[config.mk]
export PLATFORM = sky130hd
export DESIGN_NAME = pdn_power_sequencer_flat
export DESIGN_NICKNAME = d
export VERILOG_FILES = /design/src/rtl/pdn_power_sequencer_if.sv /design/src/rtl/pdn_power_sequencer.sv /design/src/flat_wrapper.sv
export SDC_FILE = /design/constraint.sdc
export NUM_CORES = 1
export LEC_CHECK = 0
export ABC_AREA = 1
export CAP_MARGIN = 20
export CORE_MARGIN = 2
export CORE_UTILIZATION = 45
export CTS_CLUSTER_DIAMETER = 100
export DETAILED_ROUTE_END_ITERATION = 7
export PLACE_DENSITY = 0.67
export SYNTH_ARGS = -nofsm -noshare
export SYNTH_HDL_FRONTEND = slang
export SYNTH_SLANG_ARGS = --single-unit
export TNS_END_PERCENT = 30
[constraint.sdc]
create_clock -name clk -period 2.5 [get_ports clk]
set_clock_uncertainty 0.2 [all_clocks]
set_input_delay 0.5 -clock clk [delete_from_list [all_inputs] [get_ports clk]]
set_output_delay 0.5 -clock clk [all_outputs]
set_load 0.05 [all_outputs]
[src/rtl/pdn_power_sequencer_if.sv]
// Bundle of the power-request side and the per-domain supply side of the
// power-domain sequencer. The sequencer is the slave; the PDN top level
// (or a bench) is the master.
//
// Handshake: pwr_req is a level request sampled only while the sequencer is
// idle (OFF or ON). Each domain step drives dom_en[i] and then waits for
// pgood[i] to follow it (rise on power-up, fall on power-down). pgood must
// already be synchronised to clk. fault_clr is a one-cycle pulse. No step
// completes until its pgood response or its timeout.
interface pdn_power_sequencer_if #(
    parameter int NUM_DOM = 6,
    parameter int IDX_W   = 3
);
    logic               pwr_req;
    logic [NUM_DOM-1:0] dom_mask;
    logic [NUM_DOM-1:0] pgood;
    logic               fault_clr;
    logic [NUM_DOM-1:0] dom_en;
    logic               all_on;
    logic               all_off;
    logic               busy;
    logic               fault;
    logic [IDX_W-1:0]   fault_idx;
    logic [3:0]         state_dbg;

    modport master (
        output pwr_req, dom_mask, pgood, fault_clr,
        input  dom_en, all_on, all_off, busy, fault, fault_idx, state_dbg
    );

    modport slave (
        input  pwr_req, dom_mask, pgood, fault_clr,
        output dom_en, all_on, all_off, busy, fault, fault_idx, state_dbg
    );
endinterface

[src/rtl/pdn_power_sequencer.sv]
// Power-domain sequencer: enables the masked supply domains in ascending
// index order and disables them in descending order. Each step waits for
// the domain's power-good, then holds a settle time. Missing power-good
// (timeout) or a power-good drop while ON (brown-out) forces every domain
// off and latches the faulting index until cleared with pwr_req low.
module pdn_power_sequencer #(
    parameter int NUM_DOM     = 6,
    parameter int IDX_W       = 3,
    parameter int CNT_W       = 8,
    parameter int SETTLE_CYC  = 16,
    parameter int TIMEOUT_CYC = 255
) (
    input  logic clk,
    input  logic rst_n,
    pdn_power_sequencer_if.slave bus
);

    typedef enum logic [3:0] {
        S_OFF       = 4'd0,
        S_UP_SCAN   = 4'd1,
        S_UP_WAIT   = 4'd2,
        S_UP_SETTLE = 4'd3,
        S_ON        = 4'd4,
        S_DN_SCAN   = 4'd5,
        S_DN_WAIT   = 4'd6,
        S_DN_SETTLE = 4'd7,
        S_FAULT     = 4'd8
    } state_t;

    // Counter compare points: the counter is checked before it increments,
    // so the last counted value is N-1 for an N-cycle wait.
    localparam logic [CNT_W-1:0] SETTLE_LAST  = CNT_W'(SETTLE_CYC - 1);
    localparam logic [CNT_W-1:0] TIMEOUT_LAST = CNT_W'(TIMEOUT_CYC - 1);
    localparam logic [CNT_W-1:0] CNT_MAX      = {CNT_W{1'b1}};
    localparam logic [IDX_W-1:0] LAST_IDX     = IDX_W'(NUM_DOM - 1);

    state_t             state_q, state_d;
    logic [IDX_W-1:0]   idx_q, idx_d;
    logic [CNT_W-1:0]   cnt_q, cnt_d, cnt_inc;
    logic [NUM_DOM-1:0] mask_q, mask_d;
    logic [NUM_DOM-1:0] dom_en_q, dom_en_d;
    logic               fault_q, fault_d;
    logic [IDX_W-1:0]   fault_idx_q, fault_idx_d;
    logic               all_on_q, all_off_q, busy_q;
    logic               bo_hit;
    logic [IDX_W-1:0]   bo_idx;

    // Saturating increment of the shared wait/settle counter.
    always_comb begin
        cnt_inc = (cnt_q == CNT_MAX) ? cnt_q : cnt_q + 1'b1;
    end

    // Brown-out detect: lowest masked domain whose power-good has dropped.
    always_comb begin
        bo_hit = 1'b0;
        bo_idx = '0;
        for (int i = NUM_DOM - 1; i >= 0; i--) begin
            if (mask_q[i] && !bus.pgood[i]) begin
                bo_hit = 1'b1;
                bo_idx = IDX_W'(i);
            end
        end
    end

    // Next-state and next-output logic for the sequencer.
    always_comb begin
        state_d     = state_q;
        idx_d       = idx_q;
        cnt_d       = cnt_q;
        mask_d      = mask_q;
        dom_en_d    = dom_en_q;
        fault_d     = fault_q;
        fault_idx_d = fault_idx_q;

        case (state_q)
            S_OFF: begin
                dom_en_d = '0;
                if (bus.pwr_req) begin
                    mask_d  = bus.dom_mask;
                    idx_d   = '0;
                    state_d = S_UP_SCAN;
                end
            end

            S_UP_SCAN: begin
                if (mask_q[idx_q]) begin
                    dom_en_d[idx_q] = 1'b1;
                    cnt_d           = '0;
                    state_d         = S_UP_WAIT;
                end else if (idx_q == LAST_IDX) begin
                    state_d = S_ON;
                end else begin
                    idx_d = idx_q + 1'b1;
                end
            end

            S_UP_WAIT: begin
                if (bus.pgood[idx_q]) begin
                    cnt_d   = '0;
                    state_d = S_UP_SETTLE;
                end else if (cnt_q >= TIMEOUT_LAST) begin
                    state_d     = S_FAULT;
                    fault_d     = 1'b1;
                    fault_idx_d = idx_q;
                    dom_en_d    = '0;
                end else begin
                    cnt_d = cnt_inc;
                end
            end

            S_UP_SETTLE: begin
                if (cnt_q >= SETTLE_LAST) begin
                    cnt_d = '0;
                    if (idx_q == LAST_IDX) begin
                        state_d = S_ON;
                    end else begin
                        idx_d   = idx_q + 1'b1;
                        state_d = S_UP_SCAN;
                    end
                end else begin
                    cnt_d = cnt_inc;
                end
            end

            S_ON: begin
                if (bo_hit) begin
                    state_d     = S_FAULT;
                    fault_d     = 1'b1;
                    fault_idx_d = bo_idx;
                    dom_en_d    = '0;
                end else if (!bus.pwr_req) begin
                    idx_d   = LAST_IDX;
                    state_d = S_DN_SCAN;
                end
            end

            S_DN_SCAN: begin
                if (mask_q[idx_q]) begin
                    dom_en_d[idx_q] = 1'b0;
                    cnt_d           = '0;
                    state_d         = S_DN_WAIT;
                end else if (idx_q == '0) begin
                    state_d = S_OFF;
                end else begin
                    idx_d = idx_q - 1'b1;
                end
            end

            S_DN_WAIT: begin
                if (!bus.pgood[idx_q]) begin
                    cnt_d   = '0;
                    state_d = S_DN_SETTLE;
                end else if (cnt_q >= TIMEOUT_LAST) begin
                    state_d     = S_FAULT;
                    fault_d     = 1'b1;
                    fault_idx_d = idx_q;
                    dom_en_d    = '0;
                end else begin
                    cnt_d = cnt_inc;
                end
            end

            S_DN_SETTLE: begin
                if (cnt_q >= SETTLE_LAST) begin
                    cnt_d = '0;
                    if (idx_q == '0) begin
                        state_d = S_OFF;
                    end else begin
                        idx_d   = idx_q - 1'b1;
                        state_d = S_DN_SCAN;
                    end
                end else begin
                    cnt_d = cnt_inc;
                end
            end

            S_FAULT: begin
                dom_en_d = '0;
                // Clearing is only honoured once the request has been withdrawn,
                // so a fault cannot immediately restart a power-up.
                if (bus.fault_clr && !bus.pwr_req) begin
                    fault_d     = 1'b0;
                    fault_idx_d = '0;
                    state_d     = S_OFF;
                end
            end

            default: begin
                state_d  = S_OFF;
                dom_en_d = '0;
            end
        endcase
    end

    // State and registered outputs; status flags follow the next state so
    // they line up with the state register.
    always_ff @(posedge clk) begin
        if (!rst_n) begin
            state_q     <= S_OFF;
            idx_q       <= '0;
            cnt_q       <= '0;
            mask_q      <= '0;
            dom_en_q    <= '0;
            fault_q     <= 1'b0;
            fault_idx_q <= '0;
            all_on_q    <= 1'b0;
            all_off_q   <= 1'b1;
            busy_q      <= 1'b0;
        end else begin
            state_q     <= state_d;
            idx_q       <= idx_d;
            cnt_q       <= cnt_d;
            mask_q      <= mask_d;
            dom_en_q    <= dom_en_d;
            fault_q     <= fault_d;
            fault_idx_q <= fault_idx_d;
            all_on_q    <= (state_d == S_ON);
            all_off_q   <= (state_d == S_OFF);
            busy_q      <= (state_d != S_OFF) && (state_d != S_ON) && (state_d != S_FAULT);
        end
    end

    assign bus.dom_en    = dom_en_q;
    assign bus.all_on    = all_on_q;
    assign bus.all_off   = all_off_q;
    assign bus.busy      = busy_q;
    assign bus.fault     = fault_q;
    assign bus.fault_idx = fault_idx_q;
    assign bus.state_dbg = state_q;

endmodule

[src/flat_wrapper.sv]
// flat-port wrapper written by rule: the top's interface ports become plain ports
module pdn_power_sequencer_flat 
#(
    parameter int NUM_DOM     = 6,
    parameter int IDX_W       = 3,
    parameter int CNT_W       = 8,
    parameter int SETTLE_CYC  = 16,
    parameter int TIMEOUT_CYC = 255
)
  (clk, rst_n, bus_pwr_req, bus_dom_mask, bus_pgood, bus_fault_clr, bus_dom_en, bus_all_on, bus_all_off, bus_busy, bus_fault, bus_fault_idx, bus_state_dbg);
  pdn_power_sequencer_if #(.NUM_DOM(NUM_DOM), .IDX_W(IDX_W)) bus_i ();
  input  logic clk;
  input  logic rst_n;
  input wire logic [$bits(bus_i.pwr_req)-1:0] bus_pwr_req;
  input wire logic [$bits(bus_i.dom_mask)-1:0] bus_dom_mask;
  input wire logic [$bits(bus_i.pgood)-1:0] bus_pgood;
  input wire logic [$bits(bus_i.fault_clr)-1:0] bus_fault_clr;
  output wire logic [$bits(bus_i.dom_en)-1:0] bus_dom_en;
  output wire logic [$bits(bus_i.all_on)-1:0] bus_all_on;
  output wire logic [$bits(bus_i.all_off)-1:0] bus_all_off;
  output wire logic [$bits(bus_i.busy)-1:0] bus_busy;
  output wire logic [$bits(bus_i.fault)-1:0] bus_fault;
  output wire logic [$bits(bus_i.fault_idx)-1:0] bus_fault_idx;
  output wire logic [$bits(bus_i.state_dbg)-1:0] bus_state_dbg;
  assign bus_i.pwr_req = bus_pwr_req;
  assign bus_i.dom_mask = bus_dom_mask;
  assign bus_i.pgood = bus_pgood;
  assign bus_i.fault_clr = bus_fault_clr;
  assign bus_dom_en = bus_i.dom_en;
  assign bus_all_on = bus_i.all_on;
  assign bus_all_off = bus_i.all_off;
  assign bus_busy = bus_i.busy;
  assign bus_fault = bus_i.fault;
  assign bus_fault_idx = bus_i.fault_idx;
  assign bus_state_dbg = bus_i.state_dbg;
  pdn_power_sequencer #(.NUM_DOM(NUM_DOM), .IDX_W(IDX_W), .CNT_W(CNT_W), .SETTLE_CYC(SETTLE_CYC), .TIMEOUT_CYC(TIMEOUT_CYC)) u_core (.clk(clk), .rst_n(rst_n), .bus(bus_i));
endmodule
== Word level (Yosys, flattened, before mapping) ==
Index checks and enable logic that the tools add are counted.
W data, S select, Z words.

* Flip-flop bits (word level): 34
* Output and inout bits: 17
* Logic and storage cells: 149

* $add $sub $neg: 3
* Magnitude comparators: 4
* Equality and inequality tests: 27
* Muxes and demuxes: 70
* Bitwise operators: 4
* Reduce and logical (&&, ||, !) cells: 31

{| class="wikitable"
|+ Operators by type and width
! cell !! count
|-
| $mux W3 || 22
|-
| $mux W4 || 13
|-
| $mux W8 || 6
|-
| $mux W6 || 6
|-
| $pmux W4 S9 || 1
|-
| $pmux W6 S6 || 1
|-
| $pmux W8 S4 || 1
|-
| $eq A4 B3 Y1 const B || 5
|-
| $pmux W3 S6 || 1
|-
| $ne A2 B1 Y1 const B || 8
|-
| $mux W1 || 14
|-
| $ne A2 B2 Y1 const B || 6
|-
| $pmux W3 S4 || 1
|-
| $reduce_bool A4 Y1 || 3
|-
| $logic_and A1 B1 Y1 || 10
|-
| $add A8 B1 Y8 const B || 1
|-
| $eq A4 B2 Y1 const B || 2
|-
| $eq A8 B8 Y1 const B || 1
|-
| $ge A8 B4 Y1 const B || 1
|-
| $ge A8 B8 Y1 const B || 1
|-
| $logic_not A4 Y1 || 2
|-
| $reduce_and A8 Y1 || 1
|-
| $logic_not A1 Y1 || 7
|-
| $and A6 B6 Y6 || 1
|-
| 21 further kinds || 24
|}

== Longest topological paths before layout ==
Gate-level depths: netlist of run 1.

* Depth after elaboration: 13
* Gate-level depth with buffers: 15
* Gate-level depth less buffers: 14

== Worst setup path before layout of run 1 ==
Ideal clock, no wire load.

* Kind: reg2reg
* From: register u_core.state_q[2], in the netlist u_core.bus.state_dbg[2]
* To: register u_core.idx_q[2]
* Library setup time: 0.113 ns
* Arrival: 2.033 ns
* Path slack: 0.154 ns
* Stages on the path, launching flop included: 11
* Buffers on the path: 0
* Period minus slack after synthesis: 2.346 ns
* Cells stage by stage: dfxtp_1 -> nand2_2 -> nor2_1 -> inv_1 -> fa_1 -> xnor2_1 -> xor2_1 -> a21oi_1 -> nand2_1 -> nand2_1 -> nor2_1

* Word-level cells in the longest chain between the ends: 3

{| class="wikitable"
|+ Ends and longest elaborated chain
! what !! line !! text
|-
| from (decl) || pdn_power_sequencer.sv:37 || <nowiki>state_t state_q, state_d;</nowiki>
|-
| from (signal assigned) || pdn_power_sequencer.sv:210 || <nowiki>state_q <= state_d;</nowiki>
|-
| $eq A4 B1 Y1 (tied with other cells) || pdn_power_sequencer.sv:75 || <nowiki>case (state_q)</nowiki>
|-
| $reduce_bool A6 Y1 (no source line) (tied with other cells) || n/a ||
|-
| $reduce_and A8 Y1 (no source line) || n/a ||
|-
| to (signal assigned) || pdn_power_sequencer.sv:211 || <nowiki>idx_q <= idx_d;</nowiki>
|-
| to (decl) || pdn_power_sequencer.sv:38 || <nowiki>logic [IDX_W-1:0] idx_q, idx_d;</nowiki>
|}

Several ways; a longest one is shown, not always the timed one.
A chain may end at the register's enable or synchronous reset.

== Worst setup path in the final report of run 1 ==
* From: register u_core.state_q[2], in the netlist u_core.bus.state_dbg[2]
* To: output bus_state_dbg[2]

{| class="wikitable"
|+ RTL lines
! what !! line !! text
|-
| to (decl) || flat_wrapper.sv:24 || <nowiki>output wire logic [$bits(bus_i.state_dbg)-1:0] bus_state_dbg;</nowiki>
|}

No word-level cell between the ends.

==> results of run 1 <==
==> flip-flops by register name (all words and copies together), names as in the netlist, 3 cells and up <==
name,cells
u_core.bus.dom_en,6
u_core.idx_q,3
u_core.cnt_q,8
u_core.mask_q,6
u_core.bus.state_dbg,4
u_core.bus.fault_idx,3
==> how the worst min path moves through the flow <==
stage                                              from                            end  depth (start not counted)
after floorplan           u_core.mask_q[4]$_SDFFE_PN0P_  u_core.mask_q[4]$_SDFFE_PN0P_                          2
after global placement    u_core.mask_q[2]$_SDFFE_PN0P_  u_core.mask_q[2]$_SDFFE_PN0P_                          2
after detailed placement  u_core.mask_q[3]$_SDFFE_PN0P_  u_core.mask_q[3]$_SDFFE_PN0P_                          2
after CTS                 u_core.mask_q[3]$_SDFFE_PN0P_  u_core.mask_q[3]$_SDFFE_PN0P_                          2
after global routing      u_core.mask_q[4]$_SDFFE_PN0P_  u_core.mask_q[4]$_SDFFE_PN0P_                          2
final                     u_core.mask_q[2]$_SDFFE_PN0P_  u_core.mask_q[2]$_SDFFE_PN0P_                          2
==> kinds of logic after synthesis <==
kind of cell             after synthesis
AO/OA/AOI/OAI                         73
XOR/XNOR                               5
adder cells (fa/ha/maj)                3
buffers and inverters                 67
flip-flops                            34
AND/OR/NAND/NOR                      240
==> synth_stat cells (3+ instances only) <==
cell     count
nor2_4       6
nor3_1       8
a21oi_1     30
dfxtp_1     34
nor2_2       5
xor2_1       4
nand2_2      9
nand3_1     32
inv_1       52
nand3_2      8
nor2_1      49
a21oi_2      3
inv_2        5
nand4_1      4
o21ai_0     30
nand2_1    112
==> layer usage <==
layer	GRT usage, %	up-vias	wire (µm)
li1	-	1433	-
met2	38.40	51	3196
met4	7.288	0	65
met3	5.317	5	297
met1	31.99	1229	3405
met5	0	-	0
==> final cells by class <==
cell class | count | share of cell area [%]
timing repair buffer | 39 | 12.07
tap | 72 | 2.916
sequential | 34 | 22.03
clock buffer | 7 | 2.795
clock inverter | 1 | 0.1620
inverter | 59 | 7.331
multi-input combinational | 321 | 52.69
==> cells in the final DEF (no fill, tap or decap), types with 2 or more instances in the layout <==
cell / count
a21boi_0: 2
a21oi_1: 30
a21oi_2: 3
a32oi_1: 2
buf_4: 7
clkbuf_8: 6
clkdlybuf4s50_1: 32
dfxtp_1: 34
ha_1: 2
inv_1: 52
inv_2: 5
inv_4: 2
nand2_1: 112
nand2_2: 9
nand3_1: 32
nand3_2: 8
nand3b_1: 2
nand4_1: 4
nor2_1: 49
nor2_2: 5
nor2_4: 6
nor3_1: 8
nor3_2: 2
o21ai_0: 30
xor2_1: 4
==> power breakdown <==
part | switching (W) | internal, W | leakage (nW) | total, W
sequential | 0.000157 | 0.000663 | 0.278 | 0.000821
combinational | 0.00106 | 0.000524 | 1.15 | 0.00158
clock | 0.000215 | 0.000222 | 0.0482 | 0.000437
total | 0.00143 | 0.00141 | 1.48 | 0.00284
==> metrics by stage <==
step	hold slack [ns]	worst slack [ns]	util, %	total power [W]
2_1_floorplan	0.2369	0.1543	-	0.002003
3_3_place_gp	0.2650	0.1544	54.11	0.002385
3_5_place_dp	0.2692	0.1169	54.11	0.002396
4_1_cts	0.2803	0.1194	55.76	0.002835
5_1_grt	0.3144	0.04924	55.76	0.003089
6_report	0.2820	0.1178	55.76	0.002839
==> metrics.yaml, run 1 <==
synth_seq_area_share_pct: 26.34
post_cts_buffers: 0
die_area_mm2: 0.006364
yosysWarnings: 0
min_period_ns: 2.382
initial_core_util_pct: 46.64
startpoint_type: "flip-flop"
ys.flop_type: "dfxtp_1"
fin_nets: 479
muxShareOfSynthArea_pct: 0
grt_pass1_vias: 2493
grt_pass1_wl_mm: 11.82
hold_viol: 0
std_cell_rows: 27
drc: 0
syn_area_per_cell_um2: 6.123
synth_fa_ha_area_share_pct: 1.743
critPathTopFamily: "buffers and inverters"
powerDensity_mw_per_mm2: 918.9
path_buf_inv: 1
holdCritPathClass: "reg -> reg"
vias: 2718
ios: 33
synth_top_family_by_area: "simple AND/OR/NAND/NOR gates"
grt_overflow: 0
seq_area_um2: 680.7
fill_cells: 584
die_h_um: 79.78
cts-resized-gates: 0
cts_tree: "done"
ys_types: 39
max_cap_violations: 0
r2r_slack_ns: 0.30
drt_iter0_markers: 159
final_area_mm2: 0.003089
synthXorXnorAreaFrac_pct: 1.695
crit_arrival_ns: 1.68
slew_headroom_pct: 65.06
hpwl_mm: 5.453
ir_worst_vdd_v: 0.0004808
synth_edf_count: 0
crit_fanout: 7
rsz0062_at_grt: "no"
crit_type: "reg -> out"
diodes: 0
cts_hold_buf: 0
outcome: "completed"
clkLatencyLatePin_ns: 0.29
postRouteWirelength_mm: 6.965
worst_r2r_path_depth: 10
setup.worst_path.start: "u_core.bus.state_dbg[2]$_SDFF_PN0_"
cp-end-kind: "output port"
clockRootBuffer: "clkbuf_8"
portBuffers: 32
period_share_pct: 95.29
die_w_um: 79.78
dp_cells: 525
finalSetupViolCount: 0
async_flop_share_pct: 0
antenna_found_initial: 0
post_drt_wl_per_cell_um: 13.07
multi_input_area_mm2: 0.001628
place_congestion: 0.9826
track_usage_pct: 23.91
clock_path_buffers: 2
syn_inst: 422
synth-seq-cells: 34
syn_to_final_growth_pct: 19.56
syn_area_mm2: 0.002584
place_area_mm2: 0.002998
synth_top_area_share_pct: 26.34
synth_area_leader_cell: "dfxtp_1"
max_freq_mhz: 419.8
cts_buffers: 5
final_max_slew_viol_count: 0
cts_sinks: 34
slowest_stage: "clkdlybuf4s50_1"
cts-htree-levels: 2
drtPass1Iterations: 4
synthesis.nets: 441
endpoint: "bus_state_dbg[2]"
grt_max_degree: 15
via_per_inst: 5.099
p_leak_nw: 1.479
slowest_delay_ns: 0.88
synthTopCellsByArea: "dfxtp_1 26%, nand2_1 16%, inv_1 7.6%"
layout.cells.non_filler: 533
crit-reg2reg-launch: "u_core.bus.state_dbg[2]$_SDFF_PN0_"
core_mm2: 0.005540
crit_chain: "clkdlybuf4s50_1"
worst_pin_slew_ns: 0.5222
cp.depth: 1
crit_required_ns: 1.80
synthSimpleGateAreaFrac_pct: 43.73
antenna_left: 0
clk_pin_slew_ns: 0.07
final_layout_size_suffix_gt1_share_pct: 12.36
fin_setup_tns_ns: 0
synth_compound_gate_area_share_pct: 15.84
timing.rr.end: "u_core.idx_q[2]$_SDFFE_PN0P_"
No activity file was read; power rests on OpenSTA's default activity.
==> run 2: changes to the inputs <==
GPL_TIMING_DRIVEN = 0   (was unset)
==> run 2 against run 1 <==
  * Power shrank 0.20%
  * Fmax grew 0.96%
  * Critical path type unchanged
  * Sequential power shrank 3.7%
  * Largest cell class unchanged
  * Largest power group unchanged
  * Final area shrank 0.12%
==> metrics.yaml, run 2 (synthesis gave the netlist of run 1 again) <==
critPathTopFamily: "buffers and inverters"
p_leak_nw: 1.474  # -0.34%
max_freq_mhz: 423.8  # +0.96%
die_area_mm2: 0.006364  # unchanged
fin_nets: 480  # +0.21%
hold_start: "u_core.mask_q[2]$_SDFFE_PN0P_"
via_per_inst: 5.103  # about the same
cts_buffers: 5  # unchanged
powerDensity_mw_per_mm2: 918.2  # about the same
hpwl_mm: 5.346  # -1.9%
period_share_pct: 94.38  # -0.91 points
drt-met1-wl_mm: 3.362  # -1.3%
layout_commonest_cell: "nand2_1"
post_cts_buffers: 0  # unchanged
slew_headroom_pct: 59.68  # -5.4 points
final_cell_mix: "112 x nand2_1, 52 x inv_1, 49 x nor2_1"
vias: 2725  # +0.26%
clkLatencyLatePin_ns: 0.30  # about the same
route.met2.wl_mm: 3.054  # -4.4%
clock_path_buffers: 2  # unchanged
grt_max_degree: 11  # -4
rsz0062_at_grt: "no"
grt_pass1_wl_mm: 11.74  # -0.64%
cts-resized-gates: 0  # unchanged
holdCritPathClass: "reg -> reg"
track_usage_pct: 23.84  # -0.071 points
cts-htree-levels: 2  # unchanged
grt_overflow: 0  # unchanged
clockRootBuffer: "clkbuf_8"
crit_fanout: 7  # unchanged
std_cell_rows: 27  # unchanged
post_drt_wl_per_cell_um: 12.93  # -1.1%
crit_type: "reg -> out"
max_cap_violations: 0  # unchanged
ir_worst_vdd_v: 0.0003616  # -25%
crit_required_ns: 1.80  # about the same
crit_arrival_ns: 1.66  # -0.02 ns
startpoint_type: "flip-flop"
clk_pin_slew_ns: 0.07  # about the same
die_h_um: 79.78  # unchanged
diodes: 0  # unchanged
postRouteWirelength_mm: 6.902  # -0.90%
cts_tree: "done"
ios: 33  # unchanged
wl_met3_um: 402  # +35%
initial_core_util_pct: 46.64  # unchanged
place_congestion: 0.9307  # -5.3%
die_w_um: 79.78  # unchanged
core_mm2: 0.005540  # unchanged
largest-register: "u_core.cnt_q"
drtPass1Iterations: 5  # +1
final_layout_size_suffix_gt1_share_pct: 12.12  # -0.24 points
setup.worst_path.start: "u_core.bus.state_dbg[1]$_SDFF_PN0_"
drt_iter0_markers: 181  # +14%
min_period_ns: 2.360  # -0.02264 ns
crit_chain: "clkdlybuf4s50_1"
hold_viol: 0  # unchanged
portBuffers: 32  # unchanged
fin_setup_tns_ns: 0  # unchanged
slowest_stage: "clkdlybuf4s50_1"
top_layer: "met4"
outcome: "completed"
r2r_slack_ns: 0.32  # +0.02 ns
path_buf_inv: 1  # unchanged
cp-end-kind: "output port"
worst_pin_slew_ns: 0.6049  # +0.08267 ns
finalSetupViolCount: 0  # unchanged
antenna_left: 0  # unchanged
final_max_slew_viol_count: 0  # unchanged
cts_sinks: 34  # unchanged
final_core_util_pct: 55.69  # -0.068 points
slowest_delay_ns: 0.87  # about the same
syn_to_final_growth_pct: 19.42
largest_register_ffs: 8  # unchanged
drc: 0  # unchanged
cts_hold_buf: 0  # unchanged
antenna_found_initial: 0  # unchanged
crit-reg2reg-launch: "u_core.bus.state_dbg[2]$_SDFF_PN0_"
grt_pass1_vias: 2546  # +2.1%
run 2: cell count changes in the layout (fill, tap and decap cells not counted), sizes merged:
| cell | delta |
|---|---|
| buf | -1 |
| clkbuf | +2 |
run 2: per-stage QoR:
step                hold slack (ns)  setup WS (ns)  power (W)  cell area (µm²)  std cells
floorplan                    0.2369         0.1543   0.002003             2584        422
global placement             0.2630         0.1033   0.002371             2994        526
detailed placement           0.2700        0.09158   0.002388             2994        526
CTS                          0.2804         0.1406   0.002826             3085        534
global route                 0.3196         0.1123   0.003077             3085        534
finish                       0.2815         0.1404   0.002833             3085        534
run 2: path summary, 6_finish.rpt:
path / end / depth (start not counted)
min: u_core.mask_q[2]$_SDFFE_PN0P_ / 2
min reg2reg: u_core.mask_q[2]$_SDFFE_PN0P_ / 2
max reg2reg: u_core.idx_q[2]$_SDFFE_PN0P_ / 10
max: bus_state_dbg[1] / 1
run 2: layout make-up:
type                            count  area [µm²]
Inverter                           59       226.5
Multi-Input combinational cell    321        1628
Tap cell                           72       90.09
Buffer                              8       48.80
Sequential cell                    34       680.7
Timing Repair Buffer               32       320.3
Fill cell                         606        2455
Clock buffer                        7       86.33
Clock inverter                      1       5.005
run 2: layer usage:
layer	vias to the layer above	track usage, %
li1	1436	-
met1	1203	32.06
met2	80	39.33
met3	6	3.733
met4	0	7.119
met5	-	0
run 2: where the power goes:
group          internal (W)  switching, W
logic              0.000522       0.00108
registers          0.000663      0.000128
clock network      0.000222      0.000214
run 2: worst min-delay path, cell delays in order (launching register included):
cell and delay [ns]:
dfxtp_1 0.31, inv_1 0.07, a21oi_1 0.06
==> run 3: changes to the inputs <==
ABC_CLOCK_PERIOD_IN_PS = 2100   (was unset)
CTS_CLUSTER_SIZE = 20   (was unset)
PLACE_DENSITY = 0.7   (was 0.67)
clock period = 2.1 ns   (was 2.5 ns; I/O delays follow)
==> run 3 against run 2 <==
  * Final cell count is the same
  * Clock power grew 16%
  * Global-route usage shrank 0.58 points
  * Die area is the same
  * Clock-buffer cell count is the same
==> metrics.yaml, run 3 (synthesis gave the netlist of run 1 again) <==
slowest_delay_ns: 0.81  # -0.06 ns
max_freq_mhz: 486.5
timing.final.ws_setup_ns: 0.04460  # -0.09582 ns
via_per_inst: 5.112  # +0.18%
ios: 33  # unchanged
startpoint_type: "flip-flop"
crit_required_ns: 1.48  # -0.32 ns
clk_pin_slew_ns: 0.07  # about the same
postRouteWirelength_mm: 6.950  # +0.70%
power.total_w: 0.003402  # +20%
power.share.clock_pct: 15.0  # -0.4 points
track_usage_pct: 23.25  # -0.58 points
period_share_pct: 97.88
crit_chain: "clkdlybuf4s50_1"
largest-register: "u_core.cnt_q"
holdCritPathClass: "reg -> reg"
crit-reg2reg-launch: "u_core.bus.state_dbg[2]$_SDFF_PN0_"
min_period_ns: 2.055
powerDensity_mw_per_mm2: 1082  # +18%
fin_nets: 480  # unchanged
slowest_stage: "clkdlybuf4s50_1"
clkLatencyLatePin_ns: 0.29  # about the same
drtPass1Iterations: 6  # +1
finalSetupViolCount: 0  # unchanged
p_int_w: 0.001694  # +20%
hold_path_depth: 2  # unchanged
max_cap_violations: 0  # unchanged
grt_max_degree: 11  # unchanged
post_drt_wl_per_cell_um: 13.01  # +0.70%
clock_path_buffers: 2  # unchanged
grt_overflow: 0  # unchanged
layout_commonest_cell: "nand2_1"
power.share.combinational_pct: 57.0  # +0.3 points
crit_fanout: 2  # -5
std_cell_rows: 27  # unchanged
crit_arrival_ns: 1.44  # -0.22 ns
critPathTopFamily: "buffers and inverters"
min_to: "u_core.mask_q[2]$_SDFFE_PN0P_"
worst_r2r_path_depth: 10  # unchanged
hold_slack_ns: 0.2759  # -0.005608 ns
cts_sinks: 34  # unchanged
timing.rr.end: "u_core.idx_q[2]$_SDFFE_PN0P_"
path_buf_inv: 1  # unchanged
fin_setup_tns_ns: 0  # unchanged
diodes: 0  # unchanged
setup.worst_path.start: "u_core.bus.fault_idx[2]$_SDFFE_PN0P_"
hpwl_mm: 5.318  # -0.52%
worst_pin_slew_ns: 0.5817  # -0.02321 ns
die_h_um: 79.78  # unchanged
drc: 0  # unchanged
switchingPower_w: 0.001708  # +20%
crit_type: "reg -> out"
cts-htree-levels: 2  # unchanged
largest_register_ffs: 8  # unchanged
syn_to_final_growth_pct: 21.74
portBuffers: 32  # unchanged
grt_pass1_wl_mm: 11.58  # -1.4%
hold_start: "u_core.mask_q[2]$_SDFFE_PN0P_"
cts_buffers: 5  # unchanged
antenna_found_initial: 0  # unchanged
antenna_left: 0  # unchanged
cts_tree: "done"
rsz0062_at_grt: "yes"
ir_worst_vdd_v: 0.0005433  # +50%
pwr-share-seq_pct: 28.0  # about the same
outcome: "completed"
hold_viol: 0  # unchanged
die_area_mm2: 0.006364  # unchanged
final_cell_mix: "111 x nand2_1, 52 x inv_1, 43 x nor2_1"
final_layout_size_suffix_gt1_share_pct: 16.02  # +3.9 points
die_w_um: 79.78  # unchanged
core_mm2: 0.005540  # unchanged
vias: 2730  # +0.18%
slew_headroom_pct: 61.22  # +1.5 points
cp-end-kind: "output port"
place_congestion: 0.8995  # -3.4%
final_max_slew_viol_count: 0  # unchanged
cts_hold_buf: 0  # unchanged
drt_iter0_markers: 223  # +23%
p_leak_nw: 1.600  # +8.6%
initial_core_util_pct: 46.64  # unchanged
p_sw_share_pct: 50.20  # -0.11 points
r2r_slack_ns: 0.10  # -0.22 ns
grt_pass1_vias: 2423  # -4.8%
place_ws_ns: -0.2191  # -0.3107 ns
clockRootBuffer: "clkbuf_8"
==> run 3: cell types whose count changed in the layout (fill, tap and decap cells not counted), moves of 2 or more <==
cell             before  now
clkdlybuf4s50_1      32   21
dfxtp_1              34   27
dfxtp_2               0    7
dlygate4sd2_1         0    7
nor2_1               49   43
nor2_2                5   10
dlymetal6s2s_1        0    4
nand3_1              32   30
nand3_2               8   10
==> run 3: worst max path at each step <==
| stage | cells after the start | to |
|---|---|---|
| final | 1 | bus_fault_idx[2] |
| after global routing | 11 | u_core.idx_q[2]$_SDFFE_PN0P_ |
| after CTS | 1 | bus_dom_en[3] |
| after detailed placement | 11 | u_core.bus.all_on$_SDFF_PN0_ |
| after global placement | 11 | u_core.bus.all_on$_SDFF_PN0_ |
| after floorplan | 10 | u_core.idx_q[2]$_SDFFE_PN0P_ |
==> run 3: per-layer routing <==
layer | global-route usage (%) | routed length, µm | up-vias
li1 | - | - | 1428
met1 | 32.66 | 3414 | 1225
met2 | 36.81 | 3165 | 69
met3 | 3.959 | 296 | 8
met4 | 6.271 | 74 | 0
met5 | 0 | 0 | -
==> run 3: per-stage QoR <==
stage          utilization, %  cell area (µm²)  instances
2_1_floorplan               -             2587        422
3_3_place_gp            54.11             2998        526
3_5_place_dp            54.11             2998        526
4_1_cts                 55.60             3080        534
5_1_grt                 56.78             3146        534
6_report                56.78             3146        534
==> run 3: power groups by stage <==
stage,Clock (W),Combinational [W],Sequential [W]
after floorplan,0,0.00132,0.00106
after global placement,0,0.00187,0.000953
after detailed placement,0,0.00188,0.000960
after CTS,0.000527,0.00188,0.000942
after global routing,0.000561,0.00218,0.000982
final,0.000509,0.00194,0.000954
==> run 3: worst min-delay path, stage by stage, from the launching register on <==
cell	delay, ns
dfxtp_1	0.31
inv_1	0.07
a21oi_1	0.06
==> run 3: area by class of cell <==
cell class,count,area [µm²]
multi-input cells,321,1675
plain buffers,8,48.80
well taps,72,90.09
inverters,59,229.0
fillers,592,2395
clock inverters,1,5.005
clock buffers,7,86.33
flip-flops and latches,34,689.4
repair buffers,32,321.6
==> run 3: what timing repair did <==
item / 4_1_cts / 5_1_grt
pin swaps: 0 / 2
setup buffers: 0 / 0
resized for setup: 7 / 23
cloned: 0 / 0
setup endpoints to repair: 7 / 26
